==> src/rtl/nes_bus_pkg.sv <==
// Shared CPU-bus definitions for the NES bus masters (OAM DMA, later DMC DMA).
//   dma_state_t  : sprite-DMA sequencer states
//   bus_req_t    : one system-bus request {addr, data, ren, wen}
//   ADDR_OAMDMA  : CPU register that launches sprite DMA ($4014)
//   ADDR_OAMDATA : PPU OAM data port written by every DMA store ($2004)
package nes_bus_pkg;

    localparam logic [15:0] ADDR_OAMDMA  = 16'h4014;
    localparam logic [15:0] ADDR_OAMDATA = 16'h2004;

    typedef enum logic [2:0] {
        IDLE,
        HALT,
        ALIGN,
        READ,
        WRITE
    } dma_state_t;

    typedef struct packed {
        logic [15:0] addr;
        logic [7:0]  data;
        logic        ren;
        logic        wen;
    } bus_req_t;

    // True in every state where the DMA, not the CPU, drives the bus.
    function automatic logic dma_owns_bus(input dma_state_t st);
        return (st == ALIGN) || (st == READ) || (st == WRITE);
    endfunction

endpackage

==> src/rtl/nes_bus_mux.sv <==
// CPU / DMA system-bus selector. Purely combinational so the CPU sees a
// zero-latency passthrough whenever no DMA engine owns the bus.
// Ports:
//   sel_dma  in  1 = drive dma_req onto the bus, 0 = drive cpu_req
//   cpu_req  in  request from the CPU core
//   dma_req  in  request from a DMA engine
//   bus_req  out request presented to the system address decoder
module nes_bus_mux
    import nes_bus_pkg::*;
(
    input  logic     sel_dma,
    input  bus_req_t cpu_req,
    input  bus_req_t dma_req,
    output bus_req_t bus_req
);

    assign bus_req = sel_dma ? dma_req : cpu_req;

endmodule

==> src/rtl/nes_oam_dma.sv <==
// Sprite (OAM) DMA bus master placed between cpu_top and the address decoder.
// A CPU write to DMA_REG_ADDR latches a source page, stalls the CPU through
// cpu_rdy, then copies $XX00-$XXFF to OAM_DATA_ADDR as alternating read/write
// cycles. When idle the CPU bus passes straight through.
//
// Build option: define OAM_DMA_ALIGN_EN to model the 2A03 GET/PUT cycle
// parity; a halt cycle landing on GET then costs one extra ALIGN cycle
// (514 instead of 513 cycles). Without it, reads follow the halt cycle
// directly and a transfer always takes 513 cycles.
//
// Ports:
//   clk, rst        CPU clock, synchronous active-high reset
//   cpu_addr        CPU address            cpu_data_out  CPU write data
//   cpu_ren         CPU read strobe        cpu_wen       CPU write strobe
//   cpu_rdy         0 stalls CPU read cycles
//   bus_addr        system bus address     bus_data_out  system bus write data
//   bus_ren         system bus read strobe bus_wen       system bus write strobe
//   bus_data_in     system bus read data, valid in the same cycle as bus_ren
//   dma_active      high while the DMA owns the bus
module nes_oam_dma
    import nes_bus_pkg::*;
#(
    parameter logic [15:0] DMA_REG_ADDR  = ADDR_OAMDMA,
    parameter logic [15:0] OAM_DATA_ADDR = ADDR_OAMDATA
) (
    input  logic        clk,
    input  logic        rst,
    input  logic [15:0] cpu_addr,
    input  logic [7:0]  cpu_data_out,
    input  logic        cpu_ren,
    input  logic        cpu_wen,
    output logic        cpu_rdy,
    output logic [15:0] bus_addr,
    output logic [7:0]  bus_data_out,
    output logic        bus_ren,
    output logic        bus_wen,
    input  logic [7:0]  bus_data_in,
    output logic        dma_active
);

    dma_state_t  state;
    dma_state_t  state_nxt;
    dma_state_t  halt_dst;
    logic [7:0]  page;
    logic [7:0]  idx;
    logic [7:0]  data_q;
    logic        dma_trig;
    bus_req_t    cpu_req;
    bus_req_t    dma_req;
    bus_req_t    bus_req;

    assign dma_trig = cpu_wen && (cpu_addr == DMA_REG_ADDR);

`ifdef OAM_DMA_ALIGN_EN
    // parity=0 is a GET cycle, parity=1 a PUT cycle.
    logic parity;

    always_ff @(posedge clk) begin
        if (rst) parity <= 1'b0;
        else     parity <= ~parity;
    end

    // Halt cycle on PUT means the next cycle is GET and reads can start
    // immediately; otherwise burn one ALIGN cycle so every READ is a GET.
    assign halt_dst = parity ? READ : ALIGN;
`else
    assign halt_dst = READ;
`endif

    always_comb begin
        state_nxt = state;
        case (state)
            IDLE:    if (dma_trig) state_nxt = HALT;
            // The 6502 ignores rdy on writes, so the halt only takes hold
            // on the first non-write cycle.
            HALT:    if (!cpu_wen) state_nxt = halt_dst;
            ALIGN:   state_nxt = READ;
            READ:    state_nxt = WRITE;
            WRITE:   state_nxt = (idx == 8'hFF) ? IDLE : READ;
            default: state_nxt = IDLE;
        endcase
    end

    always_ff @(posedge clk) begin
        if (rst) begin
            state  <= IDLE;
            page   <= 8'h00;
            idx    <= 8'h00;
            data_q <= 8'h00;
        end else begin
            state <= state_nxt;
            // Only an IDLE-state trigger may load the page; later $4014
            // writes are ignored until the transfer finishes.
            if (state == IDLE && dma_trig) page <= cpu_data_out;
            if (state == READ)             data_q <= bus_data_in;
            // 8-bit increment: wraps to 0 after the last byte, never
            // carries into the page.
            if (state == WRITE)            idx <= idx + 8'd1;
        end
    end

    assign cpu_req = '{addr: cpu_addr, data: cpu_data_out,
                       ren: cpu_ren, wen: cpu_wen};

    always_comb begin
        dma_req.addr = {page, idx};
        dma_req.data = data_q;
        dma_req.ren  = 1'b0;
        dma_req.wen  = 1'b0;
        case (state)
            READ:    dma_req.ren = 1'b1;
            WRITE: begin
                dma_req.addr = OAM_DATA_ADDR;
                dma_req.wen  = 1'b1;
            end
            default: ;
        endcase
    end

    assign dma_active = dma_owns_bus(state);
    assign cpu_rdy    = (state == IDLE);

    nes_bus_mux u_mux (
        .sel_dma (dma_active),
        .cpu_req (cpu_req),
        .dma_req (dma_req),
        .bus_req (bus_req)
    );

    assign bus_addr     = bus_req.addr;
    assign bus_data_out = bus_req.data;
    assign bus_ren      = bus_req.ren;
    assign bus_wen      = bus_req.wen;

endmodule

==> config.mk <==
export PLATFORM = sky130hd
export DESIGN_NAME = nes_oam_dma
export DESIGN_NICKNAME = d
export VERILOG_FILES = /design/src/rtl/nes_bus_pkg.sv /design/src/rtl/nes_bus_mux.sv /design/src/rtl/nes_oam_dma.sv
export SDC_FILE = /design/constraint.sdc
export NUM_CORES = 1
export LEC_CHECK = 0
export ABC_AREA = 1
export BUFFER_PORTS_ARGS = -buffer_cell sky130_fd_sc_hd__buf_4
export CAP_MARGIN = 20
export CORE_UTILIZATION = 53
export DETAILED_ROUTE_END_ITERATION = 10
export PLACE_DENSITY = 0.95
export SYNTH_ARGS = -nofsm -noshare
export SYNTH_HDL_FRONTEND = slang
export SYNTH_SLANG_ARGS = --single-unit
export TNS_END_PERCENT = 100
==> constraint.sdc <==
create_clock -name clk -period 3.25 [get_ports clk]
set_clock_uncertainty 0.2 [all_clocks]
set_input_delay 0.1625 -clock clk [delete_from_list [all_inputs] [get_ports clk]]
set_output_delay 0.1625 -clock clk [all_outputs]
set_load 0.02 [all_outputs]
# [Word-level counts from Yosys, hierarchy flattened]
# Index checks and enable logic that the tools add are counted.
[classes] add_sub_neg=1 n_eq_ne=8 mux=8 n_reduce_logical=6
[op_table] operator="$mux W26" n=1
[op_table] operator="$eq A16 B15 Y1 const B" n=1
[op_table] operator="$mux W16" n=1
[op_table] operator="$pmux W3 S5" n=1
[op_table] operator="$add A8 B1 Y8 const B" n=1
[op_table] operator="$eq A8 B8 Y1 const B" n=1
[op_table] operator="$eq A3 B2 Y1 const B" n=2
[op_table] operator="$mux W3" n=2
[op_table] operator="$eq A3 B1 Y1 const B" n=1
[op_table] operator="$eq A3 B3 Y1 const B" n=1
[op_table] operator="$logic_not A3 Y1" n=1
[op_table] operator="$logic_and A1 B1 Y1" n=2
[op_table] operator="$logic_or A1 B1 Y1" n=2
[op_table] operator="$mux W1" n=2
[op_table] operator="$mux W2" n=1
[op_table] operator="$ne A2 B1 Y1 const B" n=1
[op_table] operator="$ne A2 B2 Y1 const B" n=1
[op_table] operator="$reduce_and A2 Y1" n=1
[word_totals] regBits=27 input_bits=36 word_cells=27

# [Logic depth before layout (Yosys ltp)]
# Gate-level depths: netlist (run 1).
[logic_depth] word_depth=4 depth_mapped=8 depth_no_buf=8

# [Hierarchy]
# Synthesis (run 1) repeated with hierarchy kept, for this count alone.
[unflattened] cells_unflattened=305 hier_area_um2=1791.7
[modules_own_cells] module="nes_oam_dma" instances=1 cells_each=221 area_per_inst_um2=1418.9 seq_area_each_um2=540.5
[modules_own_cells] module="nes_bus_mux" instances=1 cells_each=84 area_per_inst_um2=372.9 seq_area_each_um2=0.0

# [Worst setup path before layout (run 1)]
# OpenSTA, ideal clock, no wires.
[synth_path] kind="reg2out" startpoint="reg state[2]" endpoint="out bus_addr[0]" arrival_ns=1.305 required_time_ns=2.887 slack_ns=1.582 stages_incl_launch_ff=6 path_buffers=2 cell_sequence="dfxtp_1 inv_2 nand2_4 buf_6 buf_4 o21ai_0"
[synth_between] elab_chain_len=4 word_cells_on_any_way=7
[synth_lines] item="from (decl)" line_no="nes_oam_dma.sv:41" source="dma_state_t state;"
[synth_lines] item="from (signal assigned)" line_no="nes_oam_dma.sv:91" source="state <= state_nxt;"
[synth_lines] item="$eq A3 B2 Y1" line_no="nes_bus_pkg.sv:28" source="return (st == ALIGN) || (st == READ) || (st == WRITE);"
[synth_lines] item="$logic_or A1 B1 Y1 (2 in series)" line_no="nes_bus_pkg.sv:28"
[synth_lines] item="$mux W26 (*)" line_no="nes_bus_mux.sv:17" source="assign bus_req = sel_dma ? dma_req : cpu_req;"
[synth_lines] item="to (decl)" line_no="nes_oam_dma.sv:33" source="output logic [15:0] bus_addr,"
# Mark *: on every way between the ends. The rest lies on a longest branch, timed or not.

# [Worst setup path in the final report (run 1)]
[layout_path] startpoint="reg state[2]" endpoint="out bus_addr[11]"
# The elaborated chain is that of the path after synthesis.

==> out/qor.yml, run 1 <==
floorplan:
  fp.dieW_um: 58.71
  start_util: 0.5582
  die_h_um: 58.71
  rows: 20
  ios: 64
  dieArea_mm2: 0.003446
  core-area_mm2: 0.003053
synthesis:
  ys_types: 25
  synthArstFlopShare: 0
  synthTopCellsByArea: "dfxtp_1 32%, nand2_1 13%, inv_1 10%, nor2_1 8.4%, o21ai_0 7.0%"
  synth-edff-count: 0
  ys_ff_latch: 27
  synthCells: 260
  synth_top_area_frac: 0.3172
  synthFlopType: "dfxtp_1"
  synth.most_common_cell: "nand2_1"
  synth_area_mm2: 0.001704
  synth_warnings: 0
  yosys-top-cells-count: "59 x nand2_1, 46 x inv_1, 38 x nor2_1, 27 x dfxtp_1, 24 x o21ai_0"
  synth_top_area_cell: "dfxtp_1"
  yosysSeqAreaShare: 0.3172
  synth_fp_nets: 297
  syn_area_per_cell_um2: 6.554
global_route:
  grt_max_degree: 25
  grt_pass1_wl_mm: 7.852
  antenna_found_initial: 0
  track_usage: 0.3013
  first_global_vias: 1821
  gr-total-overflow: 0
clocking:
  cts_tree: "yes"
  root_buffer: "clkbuf_4"
  clock_latency_ns: 0.34
  cts_resized: 0
  post_cts.repair.setup_buffers: 0
  htreeDepth: 1
  clk_path_buf_depth: 2
  clkSinkCount: 27
  clk_pin_slew_ns: 0.16
  cts_buffers: 3
critical_path:
  worstSetupStartpointType: "flip-flop"
  worstPathCellList: "inv_2 > nand2_4 > nand2_4 > inv_2 > nand2_1 > o21ai_0 > buf_4"
  cp.arrival_ns: 2.06
  crit_required_ns: 2.89
  cp_slowest_cell: "dfxtp_1"
  critPathCaptureType: "output port"
  crit_path_max_incr_delay_ns: 0.51
  crit_type: "flip-flop to output port"
  worstPathMaxFanout: 24
placed_design:
  placed_area_mm2: 0.002172
  post-place-cells: 360
  globalplace.congestion: 0.9282
  io_buffer_count: 63
  dp.final_hpwl_mm: 3.485
drt:
  antenna_left: 0
  wl_mm: 4.748
  drc: 0
  vias_per_cell: 5.018
  drt_iter0_drc: 126
  vias: 1907
  wl_per_cell_um: 12.49
  drt-pass1-iter-count: 4
cells_and_area:
  area_delta_synth_final_pct: 38.47
  finalNetCount: 374
  drive_gt1_frac: 0.2827
  multi_input_area_um2: 908.4
  regArea_um2: 540.5
  final_area_mm2: 0.002360
  fin_cells: 380
  fill_cells: 253
  antenna_cells: 0
  final_core_util: 0.7730
timing:
  fin_crit_ns: 2.427
  rsz0062_at_grt: "false"
  holdWs_ns: -0.01327
  final-hold-violation-count: 1
  max_slew.worst_pin.slew_ns: 0.6359
  slew_viol_final: 0
  relSlewSlack: 0.5756
  setup_tns_ns: 0
  setup_violations: 0
  fin_crit_sh: 0.7467
  max_freq_ghz: 0.4121
power:
  max-vdd-ir-drop_mv: 0.1970
  power_density_mw_per_mm2: 262.2
  p_leak_nw: 1.145
status:
  violations: "hold timing"
  status: "complete, but fails checks"
flow_run:
  drv_cap: 0
hold_path:
  hold_class: "input pin to flip-flop"
[where the power goes]
group          total (mW)  leakage [nW]  internal, mW  switching, mW
Sequential          0.331         0.217         0.331    0.000000541
Clock               0.149        0.0177        0.0462          0.103
Combinational       0.139         0.910        0.0738         0.0649
[path summary, 6_finish.rpt]
path,startpoint,endpoint,slack (ns),cells after the start
worst min-delay path,cpu_data_out[2],page[2]$_SDFFE_PP0P_,-0.01,5
worst max-delay path,state[2]$_SDFFE_PP0P_,bus_addr[11],0.82,7
worst min register to register,page[4]$_SDFFE_PP0P_,page[4]$_SDFFE_PP0P_,0.33,4
worst max register to register,state[2]$_SDFFE_PP0P_,data_q[3]$_SDFFE_PP0P_,1.43,6
[routing by layer]
metal	vias up	routed length, µm	global-route usage
li1	968	-	-
met1	849	1940	0.3520
met2	80	2415	0.5484
met3	10	315	0.05275
met4	0	77	0.1122
met5	-	0	0
[registers in the layout, summed over array words and instances, names as in the netlist]
name	cells
data_q	8
idx	8
state	3
page	8
[metrics by stage]
step           total power [mW]  worst slack, ns
5_1_grt                  0.6470           0.6614
3_5_place_dp             0.4599            1.242
4_1_cts                  0.6144           0.8344
6_report                 0.6186           0.8233
3_3_place_gp             0.4578            1.352
2_1_floorplan            0.3924            1.582
[cell usage in the layout, fill, tap and decap left out, drive strengths merged]
cell type    netlist  final
clkinv             1      2
nand4             11     11
a21oi              5      5
ha                 1      1
nor2              43     43
o22ai              4      4
dfxtp             27     27
o211ai             2      2
clkbuf             1      3
nand3              9      9
dlygate4sd3        0     16
o21ai             35     35
buf                6     63
nor3               2      2
nand2             61     61
a31oi              1      1
inv               51     51
[worst max-delay path: cells and delay by family, from the launching register on]
family / cells / cell delay [ns]
DFF: 1 / 0.51
buffers and inverters: 3 / 0.53
and+or+nand+nor: 3 / 0.59
AOI/OAI and AO/OA: 1 / 0.09
[logic make-up after synthesis]
kind of cell    Yosys count  synth area share
fa+ha+maj                 1          0.007341
compound gates           47            0.1813
flops                    27            0.3172
simple gates            126            0.3443
buf+inv                  59            0.1498
[layout make-up]
class,instances,share of cell area
Clock buffer,3,0.009544
Clock inverter,1,0.002121
Inverter,52,0.08271
Multi-Input combinational cell,174,0.3849
Sequential cell,27,0.2291
Tap cell,44,0.02333
Timing Repair Buffer,79,0.2683
[what timing repair did]
action,in CTS,in global routing
setup endpoints to repair,0,0
hold endpoints to repair,19,0
hold buffers,16,0
Note: power is estimated with default switching activity, not from simulation.
==> run 2, diff against run 1 <==
Settings changed: CORE_UTILIZATION 53 to 49, PLACE_DENSITY 0.95 to 0.91.
Clock period 3.25 ns to 2.3 ns, I/O delays scaled along.
==> run 2 against run 1 <==
  * Register-to-register slack worse by 0.84 ns
  * Total power increased by 41%
  * The flow now finishes without violations
  * Count of clock-buffer cells in the layout unchanged
  * Non-clock buffer count up 2
  * Critical path depth fell by 1
  * Sequential share of layout area shrank 0.28 points
  * Via count fell by 1.0%
  * Sequential power rose by 41%
  * First-iteration DRC count up 5.6%
  * Critical path type unchanged
  * Design area rose by 1.5%
  * Core utilization decreased by 5.5 points
  * Sequential cell count unchanged
==> out/qor.yml, run 2 (synthesis gave the netlist of run 1 again) <==
drt:
  vias_per_cell: 4.917  # -2.0%
  vias: 1888  # -1.0%
  wl_per_cell_um: 11.88  # -4.9%
  antenna_left: 0  # unchanged
  drt_iter0_drc: 133  # +5.6%
  wl_mm: 4.561  # -3.9%
  drc: 0  # unchanged
  drt-pass1-iter-count: 4  # unchanged
critical_path:
  cp_slowest_cell: "dfxtp_2"
  worstPathCellList: "inv_2 > nand2_4 > nor2_4 > clkinv_1 > nand2_1 > buf_4"
  critPathTopFamily: "simple AND/OR/NAND/NOR gates"
  critPathBufInv: 3  # unchanged
  crit_path_max_incr_delay_ns: 0.39  # -0.12 ns
  worstSetupStartpointType: "flip-flop"
  crit_required_ns: 1.99  # -0.90 ns
  crit_type: "flip-flop to output port"
  cp.arrival_ns: 1.80  # -0.26 ns
  worstPathMaxFanout: 20  # -17%
  critPathCaptureType: "output port"
power:
  max-vdd-ir-drop_mv: 0.2811  # +43%
  p_leak_nw: 1.156  # +0.99%
  power_density_mw_per_mm2: 364.0  # +39%
timing:
  rsz0062_at_grt: "false"
  fin_crit_ns: 2.118
  final-hold-violation-count: 0  # -1
  setup_violations: 0  # unchanged
  max_freq_ghz: 0.4722
  holdWs_ns: 0.1106  # +0.1239 ns
  fin_crit_sh: 0.9208
  slew_viol_final: 0  # unchanged
  setup_tns_ns: 0  # unchanged
  max_slew.worst_pin.slew_ns: 0.6046  # -0.03125 ns
  relSlewSlack: 0.5965  # +0.02085
floorplan:
  rows: 21  # +5.0%
  start_util: 0.5107  # -0.04751
  dieArea_mm2: 0.003718  # +7.9%
  die_h_um: 60.98  # +3.9%
  ios: 64  # unchanged
  fp.dieW_um: 60.98  # +3.9%
  core-area_mm2: 0.003337  # +9.3%
clocking:
  htreeDepth: 1  # unchanged
  cts_tree: "yes"
  root_buffer: "clkbuf_4"
  clk_pin_slew_ns: 0.15  # about the same
  clock_latency_ns: 0.33  # about the same
  post_cts.repair.setup_buffers: 0  # unchanged
  clkSinkCount: 27  # unchanged
  cts_buffers: 3  # unchanged
  clk_path_buf_depth: 2  # unchanged
cells_and_area:
  area_delta_synth_final_pct: 40.53
  drive_gt1_frac: 0.2840  # +0.001286
  final_common_cell: "buf_4"
  reg_top3: "data_q: 8 flops, idx: 8 flops, page: 8 flops"
  most-common-layout-cells: "63 x buf_4, 59 x nand2_1, 46 x inv_1, 38 x nor2_1, 26 x dfxtp_1"
  finalNetCount: 376  # +0.53%
  antenna_cells: 0  # unchanged
hold_path:
  hold_class: "input pin to flip-flop"
placed_design:
  dp.final_hpwl_mm: 3.329  # -4.5%
  globalplace.congestion: 0.8659  # -6.7%
  io_buffer_count: 63  # unchanged
global_route:
  met1_usage: 0.3368  # -0.01516
  first_global_vias: 1651  # -9.3%
  grt_busiest_layer: "met2"
  grt_pass1_wl_mm: 7.100  # -9.6%
  track_usage: 0.2573  # -0.04397
  gr-total-overflow: 0  # unchanged
  antenna_found_initial: 0  # unchanged
  grt_util_met2: 0.4333  # -0.1152
  grt_use_met3: 0.02559  # -0.02716
  grt_max_degree: 25  # unchanged
flow_run:
  drv_cap: 0  # unchanged
status:
  status: "finished, final reports clean"
==> run 2: changes by cell type in the layout (fill, tap and decap cells not counted), sizes merged <==
cell	previous run	this run
dlygate4sd3	16	18
==> run 2: per-stage QoR <==
step	cell area [µm²]	utilization	worst slack (ns)	std cells	power, mW
CTS	2384	0.7143	0.09260	384	0.8737
global placement	2175	0.6517	0.4532	362	0.6464
global route	2395	0.7177	0.01818	384	0.9144
floorplan	1704	-	0.6798	260	0.5545
detailed placement	2175	0.6517	0.3776	362	0.6475
finish	2395	0.7177	0.1822	384	0.8716
==> run 2: final cells by class <==
class / count / area [µm²]
multi-input combinational: 174 / 917.1
clock buffer: 3 / 22.52
clock inverter: 1 / 5.005
sequential: 27 / 541.8
tap: 46 / 57.56
inverter: 52 / 197.7
timing repair buffer: 81 / 653.1
fill: 279 / 942.2
==> run 2: path summary, 6_finish.rpt <==
kind	from	end	slack, ns	cells past startpoint
max	state[2]$_SDFFE_PP0P_	bus_ren	0.18	6
max reg2reg	state[2]$_SDFFE_PP0P_	data_q[4]$_SDFFE_PP0P_	0.59	6
min	cpu_addr[0]	page[4]$_SDFFE_PP0P_	0.11	7
min reg2reg	idx[0]$_SDFFE_PP0P_	idx[0]$_SDFFE_PP0P_	0.32	2
==> run 2: what timing repair did <==
item	in CTS	in global routing
gates resized for setup	1	2
hold buffers	18	0
endpoints found under the hold margin	21	0
endpoints found under the setup margin	7	10
==> run 2: worst reg2reg max path, cell delays in order (launching register included) <==
cell and delay, ns:
dfxtp_2 0.39, inv_2 0.11, nand2_4 0.17, nor2_4 0.23
clkinv_1 0.28, nor2_1 0.18, nor2_1 0.06
==> run 2: layer usage <==
layer | part of all wire | vias up
met4 | 0.021 | 0
met3 | 0.052 | 10
met2 | 0.49 | 69
met5 | 0 | -
met1 | 0.44 | 833
li1 | - | 976
==> run 2: power breakdown <==
group | leakage (nW) | internal [mW] | switching, mW
registers | 0.218 | 0.468 | 0.000000860
clock network | 0.0177 | 0.0654 | 0.143
logic | 0.920 | 0.106 | 0.0892
==> run 3, diff against run 2 <==
Settings changed: ABC_AREA 1 to 0, CORE_UTILIZATION 49 to 47, PLACE_DENSITY 0.91 to 0.79.
==> run 3 against run 2 <==
  * Critical path depth grew 1
  * Register-to-register slack got worse by 0.49 ns
  * Via count decreased by 3.3%
  * Die area shrank 7.3%
  * Largest cell class unchanged
==> out/qor.yml, run 3 <==
timing:
  max_freq_ghz: 0.4386  # -7.1%
  setup_violations: 0  # unchanged
  rsz0062_at_grt: "true"
  max_slew.worst_pin.slew_ns: 0.5574  # -0.04725 ns
  setup_tns_ns: 0  # unchanged
  relSlewSlack: 0.6271  # +0.03057
  fin_ws_ns: 0.02000  # -0.1622 ns
  fin_crit_sh: 0.9913  # +0.07051
  final-hold-violation-count: 0  # unchanged
  fin_crit_ns: 2.280  # +0.1622 ns
  slew_viol_final: 0  # unchanged
synthesis:
  ys_ff_latch: 27  # unchanged
  synthCells: 211  # -19%
  ys_types: 32  # +28%
  yosys-top-cells-count: "58 x nand2_1, 27 x dfxtp_1, 21 x a21oi_1, 20 x o21ai_0, 14 x nor2_1"
  synth.most_common_cell: "nand2_1"
  synthArstFlopShare: 0  # unchanged
  synth-edff-count: 0  # unchanged
  syn_area_per_cell_um2: 7.163  # +9.3%
  synth_warnings: 0  # unchanged
  synth_top_area_frac: 0.3576  # +0.04044
  yosysSeqAreaShare: 0.3576  # +0.04044
  synth_area_mm2: 0.001511  # -11%
  synth_fp_nets: 248  # -16%
  synthFlopType: "dfxtp_1"
  synth_top_area_cell: "dfxtp_1"
  synthTopCellsByArea: "dfxtp_1 36%, nand2_1 14%, a21oi_1 7.0%, o21ai_0 6.6%, mux2_2 6.0%"
placed_design:
  post-place-ws_ns: 0.07096  # -0.3066 ns
  placed_area_mm2: 0.002047  # -5.9%
  dp.final_hpwl_mm: 3.039  # -8.7%
  globalplace.congestion: 0.8697  # +0.44%
  io_buffer_count: 63  # unchanged
critical_path:
  reg2regPathDepth: 4  # -2
  crit_end: "page[0]$_SDFFE_PP0P_"
  worstSetupStartpointType: "input pin"
  cp.depth: 7  # +1
  crit_required_ns: 2.33  # +0.34 ns
  timing.rr.end: "page[0]$_SDFFE_PP0P_"
  worstPathCellList: "buf_4 > or4b_4 > or4_4 > buf_4 > o21ai_2 > a21oi_1 > dlygate4sd3_1"
  cp_slowest_cell: "dlygate4sd3_1"
  crit_path_max_incr_delay_ns: 0.58  # +0.19 ns
  critPathCaptureType: "flip-flop"
  crit_type: "input pin to flip-flop"
  r2r-start: "state[0]$_SDFFE_PP0P_"
  cpMostUsedCell: "buf_4"
  worstPathMaxFanout: 9  # -55%
  critPathTopFamily: "simple AND/OR/NAND/NOR gates"
  critPathBufInv: 3  # unchanged
  rrSetupSlack_ns: 0.10  # -0.49 ns
  cp.arrival_ns: 2.31  # +0.51 ns
  crit_start: "cpu_addr[3]"
global_route:
  gr-total-overflow: 0  # unchanged
  grt_pass1_wl_mm: 7.762  # +9.3%
  grt_max_degree: 28  # +12%
  antenna_found_initial: 0  # unchanged
  first_global_vias: 1628  # -1.4%
  track_usage: 0.3006  # +0.04327
cells_and_area:
  reg_top3: "data_q: 8 flops, idx: 8 flops, page: 8 flops"
  final_area_mm2: 0.002345  # -2.1%
  final_core_util: 0.7680  # +0.05037
  area_delta_synth_final_pct: 55.13
  antenna_cells: 0  # unchanged
  final_common_cell: "buf_4"
  most-common-layout-cells: "71 x buf_4, 58 x nand2_1, 26 x dfxtp_1, 25 x dlygate4sd3_1, 21 x a21oi_1"
  finalNetCount: 334  # -11%
  drive_gt1_frac: 0.3108  # +0.02679
clocking:
  cts_buffers: 3  # unchanged
  cts_tree: "yes"
  clock_latency_ns: 0.33  # about the same
  htreeDepth: 1  # unchanged
  post_cts.repair.setup_buffers: 0  # unchanged
  clk_pin_slew_ns: 0.15  # about the same
  clkSinkCount: 27  # unchanged
  root_buffer: "clkbuf_4"
  clk_path_buf_depth: 2  # unchanged
status:
  status: "finished, final reports clean"
floorplan:
  dieArea_mm2: 0.003447  # -7.3%
  die_h_um: 58.71  # -3.7%
  fp.dieW_um: 58.71  # -3.7%
  rows: 20  # -4.8%
  core-area_mm2: 0.003053  # -8.5%
  ios: 64  # unchanged
  start_util: 0.4951  # -0.01560
power:
  max-vdd-ir-drop_mv: 0.3391  # +21%
  power_density_mw_per_mm2: 369.8  # +1.6%
  p_leak_nw: 1.009  # -13%
drt:
  antenna_left: 0  # unchanged
  drt_iter0_drc: 113  # -15%
  vias_per_cell: 5.371  # +9.2%
  drc: 0  # unchanged
  wl_mm: 4.831  # +5.9%
  drt-pass1-iter-count: 4  # unchanged
  wl_per_cell_um: 14.21  # +20%
  vias: 1826  # -3.3%
hold_path:
  hold_class: "input pin to flip-flop"
flow_run:
  drv_cap: 0  # unchanged
[run 3: cell count changes in the layout (fill, tap and decap cells not counted), moves of 7 or more]
cell           previous run  this run
inv_1                    46         1
nor2_1                   38        14
a21oi_1                   5        21
o21ai_2                  10         1
buf_4                    63        71
mux2_2                    0         8
o21ai_0                  24        16
dlygate4sd3_1            18        25
[run 3: cell families after synthesis]
kind of cell	share of synthesized area
simple gates	0.3361
compound gates	0.1573
flops	0.3576
buf+inv	0.04056
mux	0.05961
xor+xnor	0.04056
fa+ha+maj	0.008277
[run 3: how the worst min path moves through the flow]
stage / to / cells past startpoint / startpoint
after CTS: page[1]$_SDFFE_PP0P_ / 5 / cpu_addr[5]
final: state[1]$_SDFFE_PP0P_ / 5 / cpu_addr[2]
after floorplan: data_q[0]$_SDFFE_PP0P_ / 2 / bus_data_in[0]
after global placement: data_q[6]$_SDFFE_PP0P_ / 3 / bus_data_in[6]
after detailed placement: data_q[1]$_SDFFE_PP0P_ / 3 / bus_data_in[1]
after global routing: state[1]$_SDFFE_PP0P_ / 5 / cpu_addr[2]
[run 3: metal layers]
metal | part of all wire | track usage | vias up
li1 | - | - | 901
met1 | 0.42 | 0.4080 | 816
met2 | 0.49 | 0.5090 | 101
met3 | 0.077 | 0.03297 | 8
met4 | 0.013 | 0.08163 | 0
met5 | 0 | 0 | -
[run 3: worst register-to-register path: stages, from the launching register on]
cell,delay (ns)
dfxtp_1,0.44
or4_4,0.64
o21ai_2,0.17
a21oi_1,0.09
dlygate4sd3_1,0.58
[run 3: cell type report]
cell class                 count  area [µm²]
timing repair buffer          96       783.3
inverter                       1       3.754
sequential                    27       541.8
fill                         234       708.2
clock buffer                   3       22.52
clock inverter                 1       5.005
tap                           44       55.05
multi-input combinational    168       933.4
[run 3: metrics by stage]
step	total power, mW	cells	hold WS (ns)
after global routing	0.8933	340	0.07536
after floorplan	0.5421	211	0.05096
after global placement	0.6341	311	0.1626
final	0.8671	340	0.05967
after CTS	0.8586	340	0.05451
after detailed placement	0.6346	311	0.1711
[run 3: timing repair]
item	CTS	global route
endpoints found under the setup margin	0	11
resized for setup	0	10
hold buffers	25	0
endpoints found under the hold margin	26	0
[run 3: where the power goes]
group          internal, mW  switching [mW]
logic                 0.103          0.0839
registers             0.468      0.00000134
clock network        0.0653           0.147
total                 0.636           0.231
